`src/rtl/vcache_profiler_pkg.sv`:
```
// vcache_profiler_pkg: shared types and constants for the vcache profiler stat generator.
package vcache_profiler_pkg;

    localparam int global_ctr_width_gp = 32;
    localparam logic [27:0] print_stat_addr_gp = 28'h0F0_0000;

    typedef enum logic [1:0] {IDLE, EMIT, GAP} state_e;

endpackage

```
`src/rtl/vcache_print_stat_fifo.sv`:
```
// vcache_print_stat_fifo: synchronous FIFO with combinational head from registered storage and a count output.
module vcache_print_stat_fifo #(
    parameter int width_p = 32,
    parameter int els_p = 4,
    localparam int pw_lp = $clog2(els_p),
    localparam int cw_lp = pw_lp + 1
) (
    input  logic               clk_i,
    input  logic               reset_i,
    input  logic               enq_i,
    input  logic               deq_i,
    input  logic [width_p-1:0] data_i,
    output logic [width_p-1:0] head_o,
    output logic [cw_lp-1:0]   count_o,
    output logic               full_o,
    output logic               empty_o
);

    logic [width_p-1:0] mem_q [els_p];
    logic [pw_lp-1:0] rptr_q, wptr_q;
    logic [cw_lp-1:0] count_q;
    logic enq_ok, deq_ok;

    assign full_o  = count_q == cw_lp'(els_p);
    assign empty_o = count_q == '0;
    // A full FIFO still accepts a write when the head leaves on the same edge.
    assign enq_ok  = enq_i & (~full_o | deq_i);
    assign deq_ok  = deq_i & ~empty_o;
    assign head_o  = mem_q[rptr_q];
    assign count_o = count_q;

    always_ff @(posedge clk_i)
        if (enq_ok) mem_q[wptr_q] <= data_i;

    always_ff @(posedge clk_i) begin
        if (reset_i) begin
            rptr_q  <= '0;
            wptr_q  <= '0;
            count_q <= '0;
        end else begin
            if (enq_ok) wptr_q <= wptr_q + 1'b1;
            if (deq_ok) rptr_q <= rptr_q + 1'b1;
            count_q <= count_q + cw_lp'(enq_ok) - cw_lp'(deq_ok);
        end
    end

endmodule

```
`src/rtl/vcache_print_stat_gen.sv`:
```
// vcache_print_stat_gen: snoops print-stat stores, replays them as rate-limited pulses, owns the global counter.
// Define VCACHE_PRINT_STAT_GEN_CTR_SATURATE_EN to make the global counter saturate instead of wrap.
module vcache_print_stat_gen
    import vcache_profiler_pkg::*;
#(
    parameter int data_width_p = 32,
    parameter int addr_width_p = 28,
    parameter logic [addr_width_p-1:0] print_stat_addr_p = print_stat_addr_gp,
    parameter int els_p = 4,
    parameter int gap_p = 8,
    localparam int cw_lp = $clog2(els_p) + 1,
    localparam int gw_lp = $clog2(gap_p + 1)
) (
    input  logic                           clk_i,
    input  logic                           reset_i,
    input  logic                           v_i,
    input  logic                           ready_i,
    input  logic                           w_i,
    input  logic [addr_width_p-1:0]        addr_i,
    input  logic [data_width_p-1:0]        data_i,
    output logic [global_ctr_width_gp-1:0] global_ctr_o,
    output logic                           print_stat_v_o,
    output logic [data_width_p-1:0]        print_stat_tag_o,
    output logic [cw_lp-1:0]               pending_o,
    output logic                           drop_o
);

    state_e state_q, state_d;
    logic [gw_lp-1:0] gap_q, gap_d;
    logic [global_ctr_width_gp-1:0] ctr_q, ctr_d;
    logic [data_width_p-1:0] tag_q, head;
    logic v_q, drop_q, trig, deq, issue, full, empty;

    assign trig = v_i & ready_i & w_i & (addr_i == print_stat_addr_p);

    vcache_print_stat_fifo #(.width_p(data_width_p), .els_p(els_p)) fifo (
        .clk_i(clk_i), .reset_i(reset_i), .enq_i(trig), .deq_i(deq), .data_i(data_i),
        .head_o(head), .count_o(pending_o), .full_o(full), .empty_o(empty)
    );

    // The last gap cycle doubles as an idle cycle so pulses sit exactly gap_p+1 apart.
    assign issue   = (state_q == IDLE) | (state_q == GAP & gap_q == '0);
    assign deq     = issue & ~empty;
    assign state_d = deq ? EMIT : (state_q == EMIT | (state_q == GAP & gap_q != '0)) ? GAP : IDLE;
    assign gap_d   = state_q == EMIT ? gw_lp'(gap_p - 1) : gap_q != '0 ? gap_q - 1'b1 : gap_q;

`ifdef VCACHE_PRINT_STAT_GEN_CTR_SATURATE_EN
    assign ctr_d = ctr_q == '1 ? ctr_q : ctr_q + 1'b1;
`else
    assign ctr_d = ctr_q + 1'b1;
`endif

    always_ff @(posedge clk_i) begin
        if (reset_i) begin
            state_q <= IDLE;
            gap_q   <= '0;
            ctr_q   <= '0;
            v_q     <= 1'b0;
            tag_q   <= '0;
            drop_q  <= 1'b0;
        end else begin
            state_q <= state_d;
            gap_q   <= gap_d;
            ctr_q   <= ctr_d;
            v_q     <= deq;
            if (deq) tag_q <= head;
            drop_q  <= drop_q | (trig & full & ~deq);
        end
    end

    assign global_ctr_o     = ctr_q;
    assign print_stat_v_o   = v_q;
    assign print_stat_tag_o = tag_q;
    assign drop_o           = drop_q;

endmodule

```
`config.mk`:
```
export PLATFORM = sky130hd
export DESIGN_NAME = vcache_print_stat_gen
export DESIGN_NICKNAME = d
export VERILOG_FILES = /design/src/rtl/vcache_profiler_pkg.sv /design/src/rtl/vcache_print_stat_fifo.sv /design/src/rtl/vcache_print_stat_gen.sv
export SDC_FILE = /design/constraint.sdc
export NUM_CORES = 1
export LEC_CHECK = 0
export ABC_AREA = 1
export CORE_ASPECT_RATIO = 0.8
export CORE_MARGIN = 2
export CORE_UTILIZATION = 58
export DETAILED_ROUTE_END_ITERATION = 16
export PLACE_DENSITY = 0.81
export SYNTH_ARGS = -nofsm -noshare
export SYNTH_HDL_FRONTEND = slang
export SYNTH_SLANG_ARGS = --single-unit
```
`constraint.sdc`:
```
create_clock -name clk_i -period 6.5 [get_ports clk_i]
set_input_delay 0.975 -clock clk_i [delete_from_list [all_inputs] [get_ports clk_i]]
set_output_delay 0.975 -clock clk_i [all_outputs]
set_load 0.01 [all_outputs]
```
# == Yosys cells after proc, flatten, opt, wreduce, memory -nomap -nowiden ==
# Memory sizes are Yosys's and may differ from the RTL's. A register that Yosys moved wholly into a read port is not among the register bits.
# Index checks and enable logic that the tools add are counted.
# word_totals
register_bits,47
ram_bits,128
out_inout_bits,69
wordCells,51
memories,1
# classes
n_addsub,6
n_eq_ne,4
mux,6
n_bitwise,17
n_reduce_logical,7
# memory_table
memory,words,width,rd,rd_clocked_by_memory_dff,wr,line_no,source
fifo.mem_q,4,32,1,1,1,vcache_print_stat_fifo.sv:19,logic [width_p-1:0] mem_q [els_p];
# op_table
cell,count
"adder 32 x 1 -> 32 bit, second input constant",1
"== test 28 x 24 -> 1 bit, second input constant",1
AND 1 bit,10
2-to-1 mux 3 bit,2
"adder 2 x 1 -> 2 bit, second input constant",2
logical NOT 4 bit,1
OR 1 bit,4
nonzero test 4 bit,1
OR reduction 2 bit,2
"subtractor 4 x 1 -> 4 bit, second input constant",1
adder 3 x 1 -> 3 bit,1
"== test 3 bit, second input constant",1
logical NOT 3 bit,1
2-to-1 mux 1 bit,3
NOT 1 bit,3
subtractor 3 x 1 -> 3 bit,1
"== test 2 x 1 -> 1 bit, second input constant",1
"== test 2 bit, second input constant",1
logical NOT 2 bit,1
2-to-1 mux 2 bit,1
nonzero test 2 bit,1

# == Depth between registers and ports, before layout ==
# logic_depth
word_depth,8
depth_mapped,14
ltp_nobuf,14

# == Cells and area by module ==
# Synthesis repeated with hierarchy kept, for this count alone.
# hier_totals
hier_cells,857
area_unflattened_um2,8546.9
# modules_own_cells
module,n_inst,cells_per_inst,area_per_inst_um2
vcache_print_stat_fifo,1,380,5273.8
vcache_print_stat_gen,1,477,3273.1

# == Worst setup path after synthesis ==
# OpenSTA, ideal clock, no wires.
# synth_timing
path_kind,input-to-reg
start,input addr_i[27]
end,"memory fifo.mem_q[0][0], enable pin"
arrival_ps,2877
setup_slack_ps,3202
stages,7
path_cell_list,inv_1 > nand2_1 > nor2_1 > nand2_1 > nor2_1 > nand3_1 > nor2_1
# synth_via
elab_chain_len,5
# synth_lines
element,line_no,source
from (decl),vcache_print_stat_gen.sv:19,"input logic [addr_width_p-1:0] addr_i,"
== test 28 x 24 -> 1 bit,vcache_print_stat_gen.sv:34,assign trig = v_i & ready_i & w_i & (addr_i == print_stat_addr_p);
AND 1 bit,vcache_print_stat_gen.sv:34,
AND 1 bit,vcache_print_stat_fifo.sv:27,assign enq_ok = enq_i & (~full_o | deq_i);
2-to-1 mux 1 bit,vcache_print_stat_fifo.sv:33,if (enq_ok) mem_q[wptr_q] <= data_i;
2-to-1 mux 1 bit (not written as such),vcache_print_stat_fifo.sv:33,
to (decl),vcache_print_stat_fifo.sv:19,
# Every way passes these cells.

# == Worst setup path after layout ==
# layout_timing
start,input w_i
end,"memory fifo.mem_q[2][5], enable pin"
# layout_via
elab_chain_len,5
# layout_lines
element,line_no,source
from (decl),vcache_print_stat_gen.sv:18,"input logic w_i,"
AND 1 bit (2 in series),vcache_print_stat_gen.sv:34,
AND 1 bit,vcache_print_stat_fifo.sv:27,
2-to-1 mux 1 bit,vcache_print_stat_fifo.sv:33,
2-to-1 mux 1 bit (not written as such),vcache_print_stat_fifo.sv:33,
# Every way passes these cells.

==> reports/results.tsv <==
stage	metric	value	unit
status	outcome	completed	
pwr	leak pwr	3.80	nW
synth	Adder-Cell Fraction of Synth Area	0.0154	
routing	vias per cell	5.52	
clocking	CTS Buffer Depth	3	
routing	DRT Pass-1 Iters	5	
timing	Post-Route Skew	13.0	ps
setup_path	crit path kind	input pin to flop	
setup_path	WP data arrival	3240	ps
synth	ranking of synthesized cells by area	edfxtp_1 44%, dfxtp_1 18%, nand2_1 8.8%	
worst_hold_path	hold wc startpoint	state_q[1]	
synth	FF+latch count, synth	206	
setup_path	worst r2r src	gap_q[1]	
run	Max Cap Viol	0	
global_routing	antenna violations before repair	0	
setup_path	reg2reg end	fifo.count_o[2]	
timing	FMAX	318	MHz
pwr	maximum vdd drop	210	uV
worst_hold_path	Hold Path Cell Cnt	1	
worst_hold_path	hold crit path type	flop to flop	
timing	Final Max Tran Viols	0	
setup_path	max incr delay on CP	990	ps
routing	via count	6471	
placement	gpl congestion	0.936	
clocking	register clock-pin slew on the reported worst setup and hold paths	60	ps
synth	post-synthesis simple-gate area fraction	0.193	
timing	Final min period	3140	ps
clocking	H-tree depth	1	
cells_and_area	final instance area	0.0108	mm2
floorplanning	Die Area	0.0159	mm2
synth	Mapped Area	0.00864	mm2
routing	# DRC	0	
synth	sequential fraction of the synthesis area	0.626	
floorplanning	Starting Density	0.600	
setup_path	WP buf/inv	3	
floorplanning	CORE AREA	0.0144	mm2
cells_and_area	share of layout cells above drive strength 1	0.0859	
synth	Syn Area/Cell	10.2	um2
synth	post-synthesis mux area share	0	
placement	port bufs	133	
global_routing	first-pass GRT wire length	31400	um
setup_path	CP max-delay cell	nor2_4	
placement	Post-DP Area	0.0101	mm2
floorplanning	num ports	134	
timing	hold_ws	470	ps
cells_and_area	Final nets	1050	
cells_and_area	FILL cells	979	
synth	share of the synthesized area in compound gates (AO/OA/AOI/OAI)	0.115	
clocking	Hold Buf Count CTS	0	
clocking	post-CTS repair timing setup buffer count	0	
synth	number of flops mapped to enable cells by yosys	128	
timing	Fin Setup TNS	0	ps
setup_path	crit-path max FO	32	
floorplanning	Row Count	39	
synth	Syn Inst Count	851	
floorplanning	die span in y	113	um
synth	largest family of logic cells by synthesized area	simple AND/OR/NAND/NOR gates	
synth	Post-synth ARST share	0	
setup_path	crit path capture type	flop	
synth	Yosys top cell area share	0.445	
setup_path	critical path's top delay family	simple AND/OR/NAND/NOR gates	
clocking	CTS buffer count	21	
worst_hold_path	Hold Path End	state_q[1]	
synth	Synth area leader	edfxtp_1	
timing	Final Setup Violations	0	
setup_path	r2r setup slk	3640	ps
timing	RSZ-0062 raised after global routing	false	
global_routing	GR Util All Layers	0.245	
synth	Post-Synth XOR/XNOR Area	0.00608	
timing	max_slew headroom	0.248	
pwr	Power Density	257	mW/mm2
routing	WL per Instance	16.3	um
floorplanning	die width	140	um
synth	Most used DFF post-synth	edfxtp_1	
cells_and_area	ant diodes	0	
clocking	Post-CTS Resized	0	
setup_path	FF-to-FF path depth	14	
global_routing	vias in the first global route	6257	
timing	crit share post-route	0.484	
global_routing	GRT overflow	0	
clocking	Worst-Skew Late Latency	490	ps
routing	Starting DRT DRC Count	462	
cells_and_area	P&R area growth vs syn	24.5	%
synth	syn_nets	926	
routing	Total Wirelength	19200	um
global_routing	largest net degree at the start of global routing	68	
synth	count of cell types in the netlist	36	
clocking	CTS Root Buffer Type	clkbuf_16	
clocking	CTS sink cnt	206	
timing	Worst-Margin Slew	1130	ps
synth	yosys warns	0	
placement	dpl hpwl	11900	um
clocking	CTS tree	built	
timing	Hold Violations, Final	0	
setup_path	critical-path cell list	clkdlybuf4s50_1 -> inv_1 -> nor2_1 -> nand2_1 -> nor2_1 -> nand2_1 -> inv_1 -> nand3_1 -> nor2_4	
routing	ANT nets after route	0	
setup_path	WP data required	6600	ps
setup_path	Setup crit start kind	input pin	
pwr	total power	2.77	mW
-- flip-flops by register name, indices dropped and copies added, names as in the netlist --
| register | count |
|---|---|
| print_stat_tag_o | 32 |
| fifo.rptr_q | 2 |
| gap_q | 4 |
| drop_o | 1 |
| state_q | 2 |
| fifo.mem_q | 128 |
| fifo.wptr_q | 2 |
| fifo.count_o | 3 |
| global_ctr_o | 32 |
-- synth_stat cells, types with 8 or more instances --
master / instances
nor2_1: 108
o21ai_0: 18
buf_2: 13
clkbuf_1: 14
nand3_1: 47
a21oi_1: 57
nor2_2: 8
ha_1: 9
a32o_1: 31
dfxtp_1: 78
edfxtp_1: 128
nand2_1: 203
nand3b_1: 11
inv_1: 58
o21ai_2: 28
-- worst max path at each step --
stage | cells after the start | slack, ps | from | to
global placement | 9 | 2940 | w_i | fifo.mem_q[2][7]
CTS | 9 | 3350 | w_i | fifo.mem_q[0][4]
floorplan | 7 | 3200 | addr_i[27] | fifo.mem_q[0][0]
global route | 8 | 3120 | addr_i[8] | fifo.mem_q[0][9]
finish | 9 | 3360 | w_i | fifo.mem_q[2][5]
detailed placement | 9 | 2890 | w_i | fifo.mem_q[0][7]
-- worst register-to-register path, stage by stage (launching register included) --
cell	delay, ps
dfxtp_1	320
inv_1	80
ha_1	230
nand3_2	100
nand2_2	70
nand2_4	360
clkinv_2	220
ha_1	320
inv_1	60
ha_1	120
inv_1	50
fa_1	370
xor2_1	220
o21ai_0	110
a21oi_1	170
-- report_power, final --
group          internal [mW]  leakage [nW]  switching (mW)  total [mW]
logic                 0.0759          1.69          0.0898       0.166
clock network          0.712         0.331           0.480        1.19
registers               1.40          1.78          0.0105        1.41
-- metrics by stage --
stage / utilization / cells / worst slack, ps
after global routing: 0.747 / 1173 / 3120
after CTS: 0.747 / 1173 / 3350
after floorplan: - / 851 / 3200
after detailed placement: 0.700 / 1136 / 2890
after global placement: 0.700 / 1136 / 2940
final: 0.747 / 1173 / 3360
-- logic make-up (layout without fill, tap and decap cells) --
kind of cell	Yosys count	after routing
xor gates and xnor gates	6	6
DFF	206	206
buffers and inverters	94	232
AOI/OAI and AO/OA	142	142
adders and majority gates	10	10
and+or+nand+nor	393	393
-- cell type report --
cell class / instances / area [um2] / share of cell area
flip-flops and latches: 206 / 5410 / 0.503
multi-input cells: 551 / 2870 / 0.267
repair buffers: 135 / 1350 / 0.125
clock buffers: 31 / 593 / 0.0551
well taps: 184 / 230 / 0.0214
inverters: 60 / 226 / 0.0211
clock inverters: 6 / 82.6 / 0.00768
-- layout by cell type (no fill, tap or decap), drive strengths merged, types with 3 or more instances in the layout --
cell | synthesis | final
o21a | 3 | 3
xor2 | 6 | 6
clkbuf | 14 | 31
clkinv | 1 | 4
inv | 59 | 60
nor3 | 4 | 4
ha | 9 | 9
dfxtp | 78 | 78
nand3 | 48 | 48
nor2 | 118 | 118
edfxtp | 128 | 128
a32o | 31 | 31
o21ai | 47 | 47
clkdlybuf4s50 | 0 | 133
nand2 | 208 | 208
a21oi | 57 | 57
nand3b | 11 | 11
-- routing by layer --
layer,global-route usage,share of wire
met1,0.335,0.44
met2,0.420,0.48
met3,0.0368,0.070
met4,0.0600,0.014
met5,0,0
(Power assumes the default switching activity.)
